**src/rtl/temp_pkg.sv**
```systemverilog
`default_nettype none
// ============================================================================
// Module      : temp_pkg
// Description : Shared types and constants for the temperature-to-BCD
//               converter: FSM state encoding, double-dabble iteration
//               count, BCD field widths and the 1/16 degC fraction scale.
// Revision    : 1.0 - initial release
// ============================================================================
package temp_pkg;

    // Conversion sequencer states
    typedef enum logic [1:0] {
        S_IDLE = 2'd0,
        S_ABS  = 2'd1,
        S_CONV = 2'd2,
        S_DONE = 2'd3
    } state_t;

    // Width of both binary source shift registers (fraction max is 9375)
    localparam int SRC_W = 14;

    // Number of double-dabble shift iterations, one per source bit
    localparam int DD_ITER = SRC_W;

    // Last value of the 4-bit iteration counter
    localparam logic [3:0] CNT_LAST = 4'(DD_ITER - 1);

    // BCD accumulator sizes: hundreds/tens/units and four fraction digits
    localparam int INT_NIBBLES  = 3;
    localparam int FRAC_NIBBLES = 4;
    localparam int INT_BCD_W    = 4 * INT_NIBBLES;
    localparam int FRAC_BCD_W   = 4 * FRAC_NIBBLES;

    // One LSB of the fraction is 0.0625 degC = 625 x 10^-4
    localparam logic [SRC_W-1:0] FRAC_SCALE = 14'd625;

endpackage : temp_pkg
`default_nettype wire

```
**src/rtl/bcd_dd_step.sv**
```systemverilog
`default_nettype none
// ============================================================================
// Module      : bcd_dd_step
// Description : One combinational double-dabble step for an N-nibble BCD
//               accumulator: add 3 to every nibble >= 5, then shift left by
//               one bit, inserting bit_in at the LSB.
// Revision    : 1.0 - initial release
// ============================================================================
module bcd_dd_step #(
    parameter int NIBBLES = 3
) (
    input  logic [4*NIBBLES-1:0] acc_in,
    input  logic                 bit_in,
    output logic [4*NIBBLES-1:0] acc_out
);

    logic [4*NIBBLES-1:0] w_adj;

    // Per-nibble add-3 correction ahead of the shift
    for (genvar i = 0; i < NIBBLES; i++) begin : g_nib
        assign w_adj[4*i +: 4] = (acc_in[4*i +: 4] >= 4'd5) ? (acc_in[4*i +: 4] + 4'd3)
                                                            : acc_in[4*i +: 4];
    end

    // The corrected MSB falls off the top; with valid input ranges it is zero
    logic w_unused_msb;
    assign w_unused_msb = w_adj[4*NIBBLES-1];

    assign acc_out = {w_adj[4*NIBBLES-2:0], bit_in};

endmodule : bcd_dd_step
`default_nettype wire

```
**src/rtl/temp_bcd_conv.sv**
```systemverilog
`default_nettype none
// ============================================================================
// Module      : temp_bcd_conv
// Description : Converts a 16-bit two's-complement temperature sample
//               (1/16 degC per LSB) into a sign flag and packed BCD digits
//               (hundreds.units + four fraction digits) by iterative
//               double-dabble. Fixed 16-cycle latency from din_vld to
//               dout_vld.
//               Build option TEMP_CLAMP_EN: clamp the magnitude to
//               CLAMP_HI (positive) / CLAMP_LO (negative) integer degC.
// Revision    : 1.0 - initial release
// ============================================================================
module temp_bcd_conv
    import temp_pkg::*;
#(
    parameter int CLAMP_HI = 125,
    parameter int CLAMP_LO = 55
) (
    input  logic        clk,
    input  logic        rst_n,
    input  logic [15:0] din,
    input  logic        din_vld,
    output logic        busy,
    output logic        dout_sign,
    output logic [31:0] dout,
    output logic        dout_vld
);

    state_t                 r_state;
    state_t                 w_state_nxt;
    logic [15:0]            r_din;
    logic                   r_sign;
    logic [3:0]             r_cnt;
    logic [SRC_W-1:0]       r_int_src;
    logic [SRC_W-1:0]       r_frac_src;
    logic [INT_BCD_W-1:0]   r_int_acc;
    logic [FRAC_BCD_W-1:0]  r_frac_acc;
    logic [INT_BCD_W-1:0]   w_int_acc_nxt;
    logic [FRAC_BCD_W-1:0]  w_frac_acc_nxt;
    logic [15:0]            w_mag;
    logic [15:0]            w_mag_lim;
    logic [SRC_W-1:0]       w_int_bin;
    logic [SRC_W-1:0]       w_frac_bin;
    logic [31:0]            w_result;

    // Magnitude of the captured sample; 0x8000 wraps to itself
    assign w_mag = r_din[15] ? (~r_din + 16'd1) : r_din;

`ifdef TEMP_CLAMP_EN
    localparam logic [15:0] C_LIM_HI = 16'(CLAMP_HI * 16);
    localparam logic [15:0] C_LIM_LO = 16'(CLAMP_LO * 16);

    // Saturate the magnitude to the sign-dependent limit
    always_comb begin
        w_mag_lim = w_mag;
        if (!r_din[15] && (w_mag > C_LIM_HI)) begin
            w_mag_lim = C_LIM_HI;
        end else if (r_din[15] && (w_mag > C_LIM_LO)) begin
            w_mag_lim = C_LIM_LO;
        end
    end
`else
    assign w_mag_lim = w_mag;

    // Clamp limits only matter when the clamp option is built in
    logic w_unused_clamp;
    assign w_unused_clamp = &{1'b0, CLAMP_HI[0], CLAMP_LO[0]};
`endif

    // Magnitude bits above the 7-bit integer field never reach the output
    logic w_unused_mag;
    assign w_unused_mag = &{1'b0, w_mag_lim[15:11]};

    assign w_int_bin  = {7'd0, w_mag_lim[10:4]};
    assign w_frac_bin = {10'd0, w_mag_lim[3:0]} * FRAC_SCALE;
    assign w_result   = {4'h0, r_int_acc, r_frac_acc};

    // Integer and fraction accumulators advance in lock-step
    bcd_dd_step #(.NIBBLES(INT_NIBBLES)) u_int_step (
        .acc_in  (r_int_acc),
        .bit_in  (r_int_src[SRC_W-1]),
        .acc_out (w_int_acc_nxt)
    );

    bcd_dd_step #(.NIBBLES(FRAC_NIBBLES)) u_frac_step (
        .acc_in  (r_frac_acc),
        .bit_in  (r_frac_src[SRC_W-1]),
        .acc_out (w_frac_acc_nxt)
    );

    // Busy spans ABS, CONV and DONE
    assign busy = (r_state != S_IDLE);

    // State register
    always_ff @(posedge clk or negedge rst_n) begin
        if (!rst_n) begin
            r_state <= S_IDLE;
        end else begin
            r_state <= w_state_nxt;
        end
    end

    // Next-state logic; DONE also accepts a new sample so back-to-back
    // conversions run at one per 16 cycles
    always_comb begin
        w_state_nxt = r_state;
        case (r_state)
            S_IDLE: if (din_vld) w_state_nxt = S_ABS;
            S_ABS:  w_state_nxt = S_CONV;
            S_CONV: if (r_cnt == CNT_LAST) w_state_nxt = S_DONE;
            S_DONE: w_state_nxt = din_vld ? S_ABS : S_IDLE;
            default: w_state_nxt = S_IDLE;
        endcase
    end

    // Datapath: capture, load, iterate and publish the result
    always_ff @(posedge clk or negedge rst_n) begin
        if (!rst_n) begin
            r_din      <= 16'h0;
            r_sign     <= 1'b0;
            r_cnt      <= 4'd0;
            r_int_src  <= '0;
            r_frac_src <= '0;
            r_int_acc  <= '0;
            r_frac_acc <= '0;
            dout       <= 32'h0;
            dout_sign  <= 1'b0;
            dout_vld   <= 1'b0;
        end else begin
            dout_vld <= (r_state == S_DONE);
            case (r_state)
                S_IDLE: begin
                    if (din_vld) r_din <= din;
                end
                S_ABS: begin
                    r_sign     <= r_din[15];
                    r_int_src  <= w_int_bin;
                    r_frac_src <= w_frac_bin;
                    r_int_acc  <= '0;
                    r_frac_acc <= '0;
                    r_cnt      <= 4'd0;
                end
                S_CONV: begin
                    r_int_acc  <= w_int_acc_nxt;
                    r_frac_acc <= w_frac_acc_nxt;
                    r_int_src  <= {r_int_src[SRC_W-2:0], 1'b0};
                    r_frac_src <= {r_frac_src[SRC_W-2:0], 1'b0};
                    r_cnt      <= r_cnt + 4'd1;
                end
                S_DONE: begin
                    dout      <= w_result;
                    // A zero result is always reported positive
                    dout_sign <= r_sign & (|w_result);
                    if (din_vld) r_din <= din;
                end
                default: ;
            endcase
        end
    end

endmodule : temp_bcd_conv
`default_nettype wire

```
**config.mk**
```make
export PLATFORM = sky130hd
export DESIGN_NAME = temp_bcd_conv
export DESIGN_NICKNAME = d
export VERILOG_FILES = /design/src/rtl/temp_pkg.sv /design/src/rtl/bcd_dd_step.sv /design/src/rtl/temp_bcd_conv.sv
export SDC_FILE = /design/constraint.sdc
export NUM_CORES = 1
export LEC_CHECK = 0
export CORE_ASPECT_RATIO = 2
export CORE_UTILIZATION = 50
export DETAILED_ROUTE_END_ITERATION = 16
export HOLD_SLACK_MARGIN = 0.02
export PLACE_DENSITY = 0.73
export SLEW_MARGIN = 20
export SYNTH_ARGS = -nofsm -noshare
export SYNTH_HDL_FRONTEND = slang
export SYNTH_SLANG_ARGS = --single-unit
export TNS_END_PERCENT = 5
```
**constraint.sdc**
```tcl
create_clock -name clk -period 10.2 [get_ports clk]
set_input_delay 1.53 -clock clk [delete_from_list [all_inputs] [get_ports clk]]
set_output_delay 1.53 -clock clk [all_outputs]
set_load 0.02 [all_outputs]
```
== Word level (Yosys, flattened, before mapping) ==
Cells that the tools add are included.
W data, S select, Z words.

* $add $sub $neg: 9
* Multipliers: 1
* Divide/modulo/power cells: 0
* Magnitude comparators: 7
* Equality and inequality tests: 6
* Shift-type cells: 0
* Muxes and demuxes: 17
* Bitwise operators: 2
* Reductions and logical operators: 7

{| class="wikitable"
|+ Operator list
! cell !! number
|-
| $pmux W14 S2 || 2
|-
| $pmux W16 S2 || 1
|-
| $ge A4 B3 Y1 const B || 7
|-
| $reduce_or A28 Y1 || 1
|-
| $pmux W12 S2 || 1
|-
| $add A4 B2 Y4 const B || 5
|-
| $mux W4 || 5
|-
| $mul A4 B10 Y14 const B || 1
|-
| $add A11 B1 Y11 const B || 1
|-
| $mux W11 || 1
|-
| $not A11 Y11 || 1
|-
| $pmux W2 S4 || 1
|-
| $pmux W4 S2 || 1
|-
| $add A3 B2 Y3 const B || 2
|-
| $mux W3 || 2
|-
| $add A4 B1 Y4 const B || 1
|-
| $eq A2 B2 Y1 const B || 2
|-
| $eq A4 B4 Y1 const B || 1
|-
| $mux W2 || 2
|-
| $ne A2 B2 Y1 const B || 2
|-
| $reduce_and A2 Y1 || 2
|-
| $reduce_bool A2 Y1 || 2
|-
| $eq A2 B1 Y1 const B || 1
|-
| $logic_not A2 Y1 || 1
|-
| 3 further kinds || 3
|}

* Register bits: 109
* Latch bits: 0
* Memory bits (writable): 0
* Bits in read-only memories: 0
* Bits of input ports: 19
* Output and inout bits: 35
* Memories: 0

== Longest topological paths before layout ==
Gate-level depths: netlist (run 1).

* Depth after elaboration: 5
* Depth in mapped cells: 14

== Modules after synthesis ==
From an unflattened synthesis (run 1), not the netlist that was laid out.

* Cell total of the unflattened synthesis: 584
* Area, all modules: 5,691.7 um^2

{| class="wikitable"
|+ By module, submodules not included
! module !! instances !! cells an instance !! area an instance (um^2) !! sequential area each (um^2)
|-
| temp_bcd_conv || 1 || 478 || 5,007.3 || 2,627.5
|-
| bcd_dd_step at u_frac_step || 1 || 61 || 392.9 || 0.0
|-
| bcd_dd_step at u_int_step || 1 || 45 || 291.5 || 0.0
|}

== Worst setup path before layout (run 1) ==
Ideal clock, no wire load.

* Path kind: register to register
* From: reg r_din[0]
* To: reg r_frac_src[12]
* Library setup time: 0.124 ns
* Arrival time: 3.281 ns
* Data required time: 10.076 ns
* Slack: 6.795 ns
* Stages on the path, launching flop included: 14
* Path buffers: 0
* Clock period less this slack: 3.405 ns
* Cells stage by stage: dfrtp_1 -> inv_1 -> ha_1 -> nand2b_1 -> xor2_1 -> inv_1 -> xnor2_1 -> ha_1 -> ha_1 -> fa_1 -> a211oi_1 -> nor2_1 -> o2111a_1 -> a211o_1

* Longest elaborated chain between the ends: 5

{| class="wikitable"
|+ RTL lines
! item !! line !! RTL
|-
| start: declaration || temp_bcd_conv.sv:31 || <nowiki>logic [15:0] r_din;</nowiki>
|-
| start signal: assignment || temp_bcd_conv.sv:133 || <nowiki>if (din_vld) r_din <= din;</nowiki>
|-
| start signal: assignment || temp_bcd_conv.sv:154 || <nowiki>if (din_vld) r_din <= din;</nowiki>
|-
| $not A11 Y11 || temp_bcd_conv.sv:47 || <nowiki>assign w_mag = r_din[15] ? (~r_din + 16'd1) : r_din;</nowiki>
|-
| $add A11 B1 Y11 || temp_bcd_conv.sv:47 ||
|-
| $mux W11 (*) || temp_bcd_conv.sv:47 ||
|-
| $mul A4 B10 Y14 (*) || temp_bcd_conv.sv:75 || <nowiki>assign w_frac_bin = {10'd0, w_mag_lim[3:0]} * FRAC_SCALE;</nowiki>
|-
| $pmux W14 S2 (*) || temp_bcd_conv.sv:131 || <nowiki>case (r_state)</nowiki>
|-
| end signal: assignment || temp_bcd_conv.sv:138 || <nowiki>r_frac_src <= w_frac_bin;</nowiki>
|-
| end signal: assignment || temp_bcd_conv.sv:147 || <nowiki>r_frac_src <= {r_frac_src[SRC_W-2:0], 1'b0};</nowiki>
|-
| end: declaration || temp_bcd_conv.sv:35 || <nowiki>logic [SRC_W-1:0] r_frac_src;</nowiki>
|}

Every way passes the cells marked *; elsewhere a longest branch is shown, timed or not.
A chain may end at the register's enable or synchronous reset.

== Worst setup path in the final report (run 1) ==
Same ends and word-level chain as after synthesis.

==> results.yml, run 1 <==
layout:
  n_fill_cell: 903
  seq_area_sq_um: 2630
  synthToLayoutAreaGrowth_pct: 15.1
  n_antenna_cell: 0
  fin_nets: 603
  multi_input_area_sq_um: 2610
  layout-drive-gt1-share_pct: 15.3
run_status:
  outcome: "finished clean"
floorplanning:
  start_util_pct: 51.8
  dieArea_sq_um: 11400
  dieHeight_microns: 150
  dieWidth_microns: 76.1
  ios: 54
  core_sq_um: 10600
  rows: 53
routing:
  drtPass1Iterations: 4
  drtAntennaViolNets: 0
  viasPerCell: 5.74
  drtIter0Drc: 209
  vias: 3931
  drc: 0
  wl_microns: 10800
  routedWlPerCell_microns: 15.8
setup_path:
  required_ns: 10.44
  endpoint_kind: "flip-flop"
  worstPathArrival_ns: 4.10
  startpoint_type: "flip-flop"
  reg2reg_slack_ns: 6.34
  worst-setup-path-type: "reg -> reg"
  critPathCapture: "r_frac_src[12]"
  r2r-start: "r_din[0]"
  crit_start: "r_din[0]"
  r2r-end: "r_frac_src[12]"
  r2r_cells: 14
  crit_fanout: 6
synthesis:
  async_flop_share_pct: 100
  yosys_warnings: 0
  synth-simple-area-share_pct: 9.81
  yosys_register_bits: 105
  synth-xor-area-share_pct: 2.23
  synth_top_family_by_area: "compound AO/OA/AOI/OAI gates"
  netlist_area_sq_um: 5500
  muxShareOfSynthArea_pct: 12.2
  ys.flop_type: "dfrtp_1"
  synth-edff-count: 0
  synth-compound-area-share_pct: 13.4
  syn_inst: 509
  synth_cell_types: 49
  yosysSeqAreaShare_pct: 47.8
  synthAdderAreaFrac_pct: 9.47
  avgSynthCellArea_sq_um: 10.8
clock_tree:
  clkTransAtPathRegs_ns: 0.07
  clock-sinks: 105
  clock-root-buffer: "clkbuf_16"
  clockBufferDepth: 2
  htreeDepth: 3
  cts_tree: "built"
  numCtsBuffers: 9
  cts_resized: 0
  post_cts_buffers: 0
  cts-hold-fix-buffers: 0
  worstSkewPairLatency_ns: 0.36
pwr:
  power.leakage_nw: 2.80
  vdd_drop_max_uv: 221
  p_per_area_nw_per_um2: 308
timing:
  rsz0062_at_grt: "false"
  maxSlewHeadroom_pct: 44.2
  setup_viol_count_final: 0
  min_period_ns: 3.86
  final_max_slew_viol_count: 0
  hold_violations: 0
  timing.fmax_ghz: 0.259
  tns_ns: 0
  skew_ns: 0.0124
  tightest_slew_ns: 0.837
  fin_hold_ws_ns: 0.487
  fin_crit_sh_pct: 37.9
global_route:
  antenna_found_initial: 0
  grt_max_degree: 88
  grt_usage_pct: 20.8
  grt_first_pass_wirelength_microns: 19000
  grt_pass1_vias: 4120
  gr-total-overflow: 0
placed_design:
  globalplace.congestion: 0.808
  io_buffers: 45
  place_hpwl_microns: 7440
worst_hold_path:
  min_path_type: "reg -> reg"
job:
  cap_violations: 0
==> kinds of logic (layout without fill, tap and decap cells) <==
family,Yosys count,in the layout
AOI/OAI and AO/OA,115,115
xor gates and xnor gates,14,14
adders and majority gates,41,41
buffers and inverters,70,106
DFF,105,105
muxes,60,60
other,1,4
and+or+nand+nor,103,103
==> metrics by stage <==
stage | total power [W] | worst slack (ns) | utilization, % | cells | cell area (sq um)
floorplan | 0.00139 | 6.80 | - | 512 | 5510
global placement | 0.00157 | 6.43 | 56.9 | 669 | 6040
detailed placement | 0.00162 | 6.36 | 56.9 | 669 | 6040
CTS | 0.00196 | 6.32 | 59.6 | 685 | 6320
global route | 0.00213 | 6.00 | 59.6 | 685 | 6330
finish | 0.00195 | 6.34 | 59.6 | 685 | 6330
==> area by class of cell <==
| class | count | area share (%) |
|---|---|---|
| Sequential cell | 105 | 41.5 |
| Multi-Input combinational cell | 337 | 41.2 |
| Timing Repair Buffer | 49 | 7.56 |
| Clock buffer | 9 | 3.56 |
| Tap cell | 137 | 2.71 |
| Inverter | 41 | 2.43 |
| Clock inverter | 7 | 0.989 |
==> cells in the mapped netlist, drive strengths merged (2+ instances only) <==
master   number  area [sq um]
o21ai        34           170
nor3          9          45.0
or4           2          18.8
a211o         4          35.0
a21oi        17          85.1
mux2i         6          60.1
inv          41           154
xor2          4          35.0
and3          7          43.8
o31ai         2          20.0
o211ai        4          30.0
dfrtp       105          2630
nand3        20           100
nand2b        9          56.3
nor4b         2          17.5
a31oi        10          62.6
clkbuf       19          71.3
a21o          3          22.5
ha           40           500
mux2         54           608
o2bb2ai       8          70.1
nand4         2          12.5
a211oi        5          37.5
nor4          2          12.5
or3           4          25.0
buf          10          52.6
or2           3          18.8
nor2b         2          12.5
xnor2        10          87.6
nand2        20          75.1
o22ai        20           125
nor2         17          63.8
==> worst max-delay path, cell delays in order (launching register included) <==
cell and delay, ns:
dfrtp_1 0.48, inv_1 0.12, ha_1 0.21, nand2b_1 0.15
xor2_1 0.36, inv_1 0.19, xnor2_1 0.19, ha_1 0.20
or2_2 0.29, ha_1 0.30, ha_1 0.38, a211oi_1 0.26
nor2_1 0.11, o2111a_1 0.24, a211o_1 0.26
==> layer usage <==
layer  part of all wire [%]  track usage [%]  up-vias
li1                       -                -     1875
met1                     39             22.3     1951
met2                     55             39.0       83
met3                    2.6             3.09       22
met4                    3.3             11.0        0
met5                      0                0        -
==> power breakdown <==
group	internal (W)	total [W]	switching, W
Combinational	0.000433	0.00104	0.000603
Sequential	0.000507	0.000574	0.0000673
Clock	0.000170	0.000338	0.000167
Total	0.00111	0.00195	0.000837
==> sequential cells by signal, summed over array words and instances, names as in the netlist <==
| register | cells |
|---|---|
| r_frac_acc | 16 |
| r_din | 12 |
| r_int_src | 14 |
| r_state | 2 |
| dout_sign | 1 |
| r_int_acc | 12 |
| r_cnt | 4 |
| r_frac_src | 14 |
| r_sign | 1 |
| dout_vld | 1 |
| dout | 28 |
==> how the worst min path moves through the flow <==
stage	start	to	slack, ns	cells past startpoint
after floorplan	r_int_src[3]	r_int_src[3]	0.45	1
after global placement	r_int_src[5]	r_int_src[5]	0.47	1
after detailed placement	r_int_src[3]	r_int_src[3]	0.47	1
after CTS	r_int_src[3]	r_int_src[3]	0.49	1
after global routing	r_frac_src[13]	r_frac_src[13]	0.52	2
final	r_int_src[3]	r_int_src[3]	0.49	1
==> cells in the final DEF (no fill, tap or decap), types with 6 or more instances in the layout <==
| cell type | netlist | final |
|---|---|---|
| dfrtp_1 | 105 | 105 |
| mux2_2 | 54 | 54 |
| clkdlybuf4s50_1 | 0 | 44 |
| inv_1 | 41 | 41 |
| ha_1 | 40 | 39 |
| o21ai_0 | 34 | 34 |
| nand2_1 | 20 | 20 |
| nand3_1 | 20 | 20 |
| o22ai_1 | 20 | 20 |
| nor2_1 | 17 | 17 |
| a21oi_1 | 17 | 17 |
| xnor2_1 | 10 | 10 |
| a31oi_1 | 10 | 10 |
| nand2b_1 | 9 | 9 |
| nor3_1 | 9 | 9 |
| clkbuf_16 | 0 | 9 |
| o2bb2ai_1 | 8 | 8 |
| and3_1 | 7 | 7 |
| mux2i_1 | 6 | 6 |
Power figures use the tool's default switching activity.
==> run 2, diff against run 1 <==
- PLACE_DENSITY: 0.73 -> 0.76
- clock period: 10.2 -> 3.49 ns (I/O delays scaled with it)
==> results.yml, run 2 (synthesized netlist as in run 1, its figures left out) <==
routing:
  drc: 0
  drtAntennaViolNets: 0
  viasPerCell: 5.83
  wl_microns: 10700
  drtPass1Iterations: 4
  drtIter0Drc: 162
  vias: 4011
  routedWlPerCell_microns: 15.5
layout:
  seq_area_sq_um: 2630
  layout_common_cells: "dfrtp_1 (105), mux2_2 (54), clkdlybuf4s50_1 (44)"
  reg_top3: "dout x28, r_frac_acc x16"
  n_fill_cell: 871
  layout-drive-gt1-share_pct: 16.7
  regMostFlops: "dout"
  mostFrequentLayoutCell: "dfrtp_1"
  synthToLayoutAreaGrowth_pct: 16.6
  fin_cells: 688
  largest_register_ffs: 28
  fin_nets: 608
  multi_input_area_sq_um: 2630
  n_antenna_cell: 0
timing:
  fin_hold_ws_ns: 0.177
  final_max_slew_viol_count: 0
  min_period_ns: 3.31
  hold_violations: 0
  timing.fmax_ghz: 0.302
  maxSlewHeadroom_pct: 48.4
  setup_viol_count_final: 0
  skew_ns: 0.00789
  fin_crit_sh_pct: 94.8
  tightest_slew_ns: 0.771
setup_path:
  crit_fanout: 5
  required_ns: 3.72
  worst-setup-path-type: "reg -> reg"
  worstPathArrival_ns: 3.53
  endpoint_kind: "flip-flop"
  startpoint_type: "flip-flop"
floorplanning:
  rows: 53
  dieArea_sq_um: 11400
  ios: 54
  start_util_pct: 51.8
  dieHeight_microns: 150
  core_sq_um: 10600
  dieWidth_microns: 76.1
global_route:
  grt_first_pass_wirelength_microns: 18000
  grt_max_degree: 63
  gr-total-overflow: 0
  grt_pass1_vias: 4002
  grt_usage_pct: 19.9
  antenna_found_initial: 0
placed_design:
  place_hpwl_microns: 7420
  io_buffers: 45
  globalplace.congestion: 0.812
  dp_cells: 674
pwr:
  power.leakage_nw: 2.85
  p_per_area_nw_per_um2: 927
  vdd_drop_max_uv: 799
  finalPower_w: 0.00594
clock_tree:
  clockBufferDepth: 2
  clkTransAtPathRegs_ns: 0.07
  numCtsBuffers: 9
  cts_tree: "built"
  worstSkewPairLatency_ns: 0.34
  clock-sinks: 105
  cts-hold-fix-buffers: 0
  clock-root-buffer: "clkbuf_16"
  htreeDepth: 3
run_status:
  outcome: "finished clean"
worst_hold_path:
  min_path_type: "in -> async"
job:
  cap_violations: 0
run 2: changes by cell type in the layout (fill, tap and decap cells not counted), sizes merged:
| cell | previous run | this run |
|---|---|---|
| clkbuf | 9 | 12 |
| clkinvlp | 3 | 0 |
| buf | 5 | 10 |
| inv | 44 | 41 |
| bufinv | 0 | 1 |
run 2: metrics by stage:
stage | cell area (sq um) | TNS, ns | util [%] | setup WS (ns)
4_1_cts | 6380 | 0 | 60.1 | 0.0681
3_3_place_gp | 6090 | 0 | 57.4 | 0.187
6_report | 6410 | 0 | 60.4 | 0.183
3_5_place_dp | 6090 | 0 | 57.4 | 0.0975
5_1_grt | 6410 | -0.0386 | 60.4 | -0.0248
2_1_floorplan | 5510 | 0 | - | 0.0851
run 2: final cells by class:
type | count | share of cell area, %
multi-input combinational | 337 | 41.1
sequential | 105 | 41.0
timing repair buffer | 54 | 8.24
clock buffer | 12 | 4.00
tap | 137 | 2.67
inverter | 41 | 2.40
clock inverter | 2 | 0.605
run 2: worst max-delay path: stages, from the launching register on:
cell,delay [ns]
dfrtp_1,0.37
inv_1,0.07
ha_1,0.19
nand2b_1,0.17
xor2_2,0.18
inv_2,0.10
xnor2_2,0.15
ha_1,0.19
or2_2,0.30
ha_1,0.29
ha_2,0.33
a211oi_2,0.24
nor2_1,0.11
o2111a_1,0.23
a211o_1,0.27
run 2: power breakdown:
| group | switching [W] | internal, W | total (W) |
|---|---|---|---|
| combinational | 0.00186 | 0.00140 | 0.00326 |
| clock | 0.000421 | 0.000589 | 0.00101 |
| sequential | 0.000191 | 0.00148 | 0.00167 |
run 2: routing by layer:
metal / routed length, microns / track usage, %
met5: 0 / 0
met4: 346 / 11.2
met3: 333 / 3.45
met2: 5890 / 36.8
met1: 4120 / 21.2
run 2: worst paths after layout:
kind	start	end	slack, ns	depth (start not counted)
setup / recovery	r_din[1]	r_frac_src[12]	0.18	14
hold / removal	rst_n	r_sign	0.18	1
setup reg to reg	r_din[1]	r_frac_src[12]	0.18	14
hold reg to reg	r_int_src[3]	r_int_src[3]	0.49	1
max in group asynchronous	rst_n	r_frac_src[10]	2.59	2
min in group clk	r_int_src[3]	r_int_src[3]	0.49	1
run 2: what timing repair did:
item / 4_1_cts / 5_1_grt
gates resized for setup: 0 / 7
setup endpoints to repair: 0 / 4
buffers inserted: 0 / 0
==> patch 1: new RTL, flow settings as in run 1 <==
Make the reset (`rst_n`) synchronous in 2 clocked blocks.
--- a/src/rtl/temp_bcd_conv.sv
+++ b/src/rtl/temp_bcd_conv.sv
@@ -92,7 +92,7 @@
     assign busy = (r_state != S_IDLE);
 
     // State register
-    always_ff @(posedge clk or negedge rst_n) begin
+    always_ff @(posedge clk) begin
         if (!rst_n) begin
             r_state <= S_IDLE;
         end else begin
@@ -114,7 +114,7 @@
     end
 
     // Datapath: capture, load, iterate and publish the result
-    always_ff @(posedge clk or negedge rst_n) begin
+    always_ff @(posedge clk) begin
         if (!rst_n) begin
             r_din      <= 16'h0;
             r_sign     <= 1'b0;
Behaviour: differs if rst_n is asserted again (counterexample within 4 cycles, from zero or initial values and one cycle with rst_n low); with rst_n held inactive, the same outputs for 10 cycles.
==> patch 1 against run 1 <==
Sequential share of layout area is 6.7 points lower. Synthesized area is 4.8% lower. Final area is 4.7% lower. Count of clock-buffer cells in the layout is 2 higher. Worst setup slack better by 200 ps. Critical path depth stayed put. Sequential cell count stayed put. Wire length is 5.2% higher.
Power is not compared: it rests on default switching activity, and its combinational part moved more than twofold at a synthesized area within 25%.
==> patch 1: results (changes against run 1) <==
status = finished clean
metal2 WL = 6421 um (+8.7%)
normalized max-slew margin = 30.39% (-14 points)
worst slack after detailed placement = 6586 ps (+223.5 ps)
adder and majority gate portion of the synthesized area = 9.947% (+0.48 points)
Hold Path Depth = 2 (+1)
met2 demand-to-capacity share in global routing = 42.64% (+3.6 points)
proportion of register bits with asynchronous set or reset after synthesis = 0% (-100 points)
start point of the critical path = r_din[0]$_SDFFE_PN0P_
total chip power = 1.290 mW
slowest stage cell on the critical path = sky130_fd_sc_hd__dfxtp_1
clock network area share = 4.917% (+0.37 points)
met3 WL post-DR = 312 um (+9.5%)
startpoint of the most critical hold path = r_int_src[8]$_SDFFE_PN0P_
met3 track utilization from global routing = 3.658% (+0.57 points)
wire length per cell = 15.02 um (-4.8%)
predominant post-synthesis flop cell = sky130_fd_sc_hd__dfxtp_1
Sequential cell area = 2102 um^2 (-20%)
Detailed Place HPWL = 7806 um (+4.9%)
arrival time at the worst endpoint = 3880 ps (-220 ps)
share of post-route cells with drive strength above 1 = 4.823% (-11 points)
sequential share of the synthesized area = 40.17% (-7.6 points)
last weighted congestion value of the routability-driven placer = 0.8439 (+4.5%)
Hold Crit Endpoint = r_int_src[8]$_SDFFE_PN0P_
maximum number of pins on one net before global-route repair = 64 (-27%)
post-place instance area = 5734 um^2 (-5.0%)
cells after synthesis = 593 (+17%)
detailed-route wire length on metal 1 = 4194 um (-1.4%)
synthesized-area fraction occupied by xor and xnor cells = 3.348% (+1.1 points)
worst hold-check slack = 462.6 ps (-24.61 ps)
initial detailed-routing violation count = 217 (+3.8%)
number of non-clock inverters in the layout = 25 (-39%)
post-layout minimum cycle time = 3656 ps (-204.8 ps)
number of global-route vias before repair = 4161 (+1.0%)
fill cell count = 931 (+3.1%)
largest stage delay on the critical path = 500 ps (+20 ps)
final-stage net count = 678 (+12%)
==> patch 1: cell types whose count changed after synthesis, moves of 10 or more <==
cell                      change
sky130_fd_sc_hd__nor2_1      +53
sky130_fd_sc_hd__and2_1      +11
sky130_fd_sc_hd__mux2_2      -54
sky130_fd_sc_hd__mux2i_1     +39
sky130_fd_sc_hd__o21ai_0     -30
sky130_fd_sc_hd__o31ai_1     +12
sky130_fd_sc_hd__o21ai_1     +15
sky130_fd_sc_hd__o22ai_1     -10
sky130_fd_sc_hd__a21oi_1     +26
sky130_fd_sc_hd__dfxtp_1    +105
sky130_fd_sc_hd__inv_1       -22
sky130_fd_sc_hd__dfrtp_1    -105
sky130_fd_sc_hd__nand2_1     +31
==> patch 2: new RTL, settings of run 1 <==
Without the edit above. Add a define of `TEMP_CLAMP_EN`.
--- a/src/rtl/temp_bcd_conv.sv
+++ b/src/rtl/temp_bcd_conv.sv
@@ -10,6 +10,8 @@
 //               CLAMP_HI (positive) / CLAMP_LO (negative) integer degC.
 // Revision    : 1.0 - initial release
 // ============================================================================
+`define TEMP_CLAMP_EN
+
 module temp_bcd_conv
     import temp_pkg::*;
 #(
Function: same outputs for any inputs over 10 cycles, from zero or initial values and one cycle with rst_n low; that may be too few to reach the edited logic, so the function may still have changed.
==> patch 2 against run 1 <==
Worst setup slack lost 2100 ps. Sequential cell count grew 4. Synthesized area grew 13%. Count of clock-buffer cells in the layout is the same. Power shrank 5.2%. Utilization shrank 0.80 points. Critical path depth grew 8. Highest routed layer unchanged. Final area grew 13%. Critical path type unchanged. Sequential power grew 12%. Wire length grew 23%.
==> patch 2: results (changes against run 1) <==
post-placement cell count = 786 (+17%)
initial detailed-routing violation count = 335 (+60%)
adder and majority gate portion of the synthesized area = 9.186% (-0.28 points)
r2r worst-path depth = 22 (+8)
sequential share of the synthesized area = 43.72% (-4.1 points)
largest stage delay on the critical path = 780 ps (+300 ps)
number of distinct library cells after synthesis = 67 (+37%)
startpoint of the most critical hold path = r_frac_src[12]$_DFFE_PN0P_
Detailed Place HPWL = 9545 um (+28%)
slowest stage cell on the critical path = sky130_fd_sc_hd__mux2i_1
leakage = 3.094 nW (+10%)
status = finished clean
share of cell area taken by muxes after synthesis = 8.925% (-3.2 points)
average instance area after synthesis = 10.05 um^2 (-7.0%)
Post-Route WL = 13350 um (+23%)
cell family with most CP delay = simple AND/OR/NAND/NOR gates
Commonest cells post-synth = 109 x sky130_fd_sc_hd__dfrtp_1, 63 x sky130_fd_sc_hd__inv_1, 44 x sky130_fd_sc_hd__mux2_2
number of global-route vias before repair = 4864 (+18%)
last weighted congestion value of the routability-driven placer = 0.9417 (+17%)
routed vias/inst = 5.814 (+1.3%)
Worst R2R Setup Slack = 4230 ps (-2110 ps)
worst-case clock skew = 10.21 ps (-2.143 ps)
synthesized-area fraction occupied by xor and xnor cells = 3.089% (+0.86 points)
share of post-route cells with drive strength above 1 = 13.11% (-2.2 points)
Port Buffers = 49 (+8.9%)
maximum number of pins on one net before global-route repair = 104 (+18%)
Hold Crit Endpoint = r_frac_src[12]$_DFFE_PN0P_
Regs by FF count = dout (28), r_din (16), r_frac_acc (16)
normalized max-slew margin = 32.61% (-12 points)
net switching share of the total power = 43.15% (+0.16 points)
final-stage net count = 714 (+18%)
maximum fanout count along the critical path = 11 (+5)
-- patch 2: changes by cell type in the layout (fill, tap and decap cells not counted), moves of 7 or more --
cell / delta
sky130_fd_sc_hd__a21oi_1: +18
sky130_fd_sc_hd__inv_1: +22
sky130_fd_sc_hd__mux2_2: -10
sky130_fd_sc_hd__nand2_1: +7
sky130_fd_sc_hd__nor2_1: +10
sky130_fd_sc_hd__nor2b_1: +7
sky130_fd_sc_hd__o22ai_1: +7
sky130_fd_sc_hd__o2bb2ai_1: -8
-- patch 2: power by group through the flow --
stage | combinational, mW | clock, mW | sequential (mW)
6_report | 0.830 | 0.375 | 0.641
5_1_grt | 0.924 | 0.400 | 0.658
2_1_floorplan | 0.682 | 0 | 0.599
3_5_place_dp | 0.827 | 0 | 0.647
3_3_place_gp | 0.804 | 0 | 0.642
4_1_cts | 0.831 | 0.384 | 0.639
-- patch 2: cell families after synthesis --
| kind of cell | count (synthesis) |
|---|---|
| AO/OA/AOI/OAI | 148 |
| XOR/XNOR | 22 |
| adder cells (fa/ha/maj) | 44 |
| buffers and inverters | 104 |
| flip-flops | 109 |
| multiplexers | 50 |
| other | 1 |
| AND/OR/NAND/NOR | 143 |
-- patch 2: layout make-up --
cell class / instances / area [um^2]
Tap cell: 147 / 183.9
Timing Repair Buffer: 56 / 553.0
Inverter: 64 / 240.2
Multi-Input combinational cell: 411 / 3102
Clock inverter: 7 / 100.1
Sequential cell: 109 / 2728
Clock buffer: 9 / 225.2
Fill cell: 1065 / 4992
-- patch 2: per-stage QoR --
stage          util [%]  worst slack, ps  area, um^2  hold WS, ps  power [mW]
5_1_grt           58.82             3782        7132        514.8       1.981
4_1_cts           58.66             4226        7112        496.1       1.854
3_3_place_gp      55.98             4443        6787        466.3       1.445
2_1_floorplan         -             5304        6250        451.3       1.282
3_5_place_dp      55.98             4249        6787        478.9       1.474
6_report          58.82             4233        7132        491.7       1.846
-- patch 2: per-layer routing --
layer / vias to the layer above / share of wire (%) / global-route usage, %
li1: 2242 / - / -
met1: 2289 / 37 / 23.62
met2: 104 / 58 / 42.13
met3: 34 / 2.3 / 3.086
met4: 0 / 3.5 / 10.71
met5: - / 0 / 0
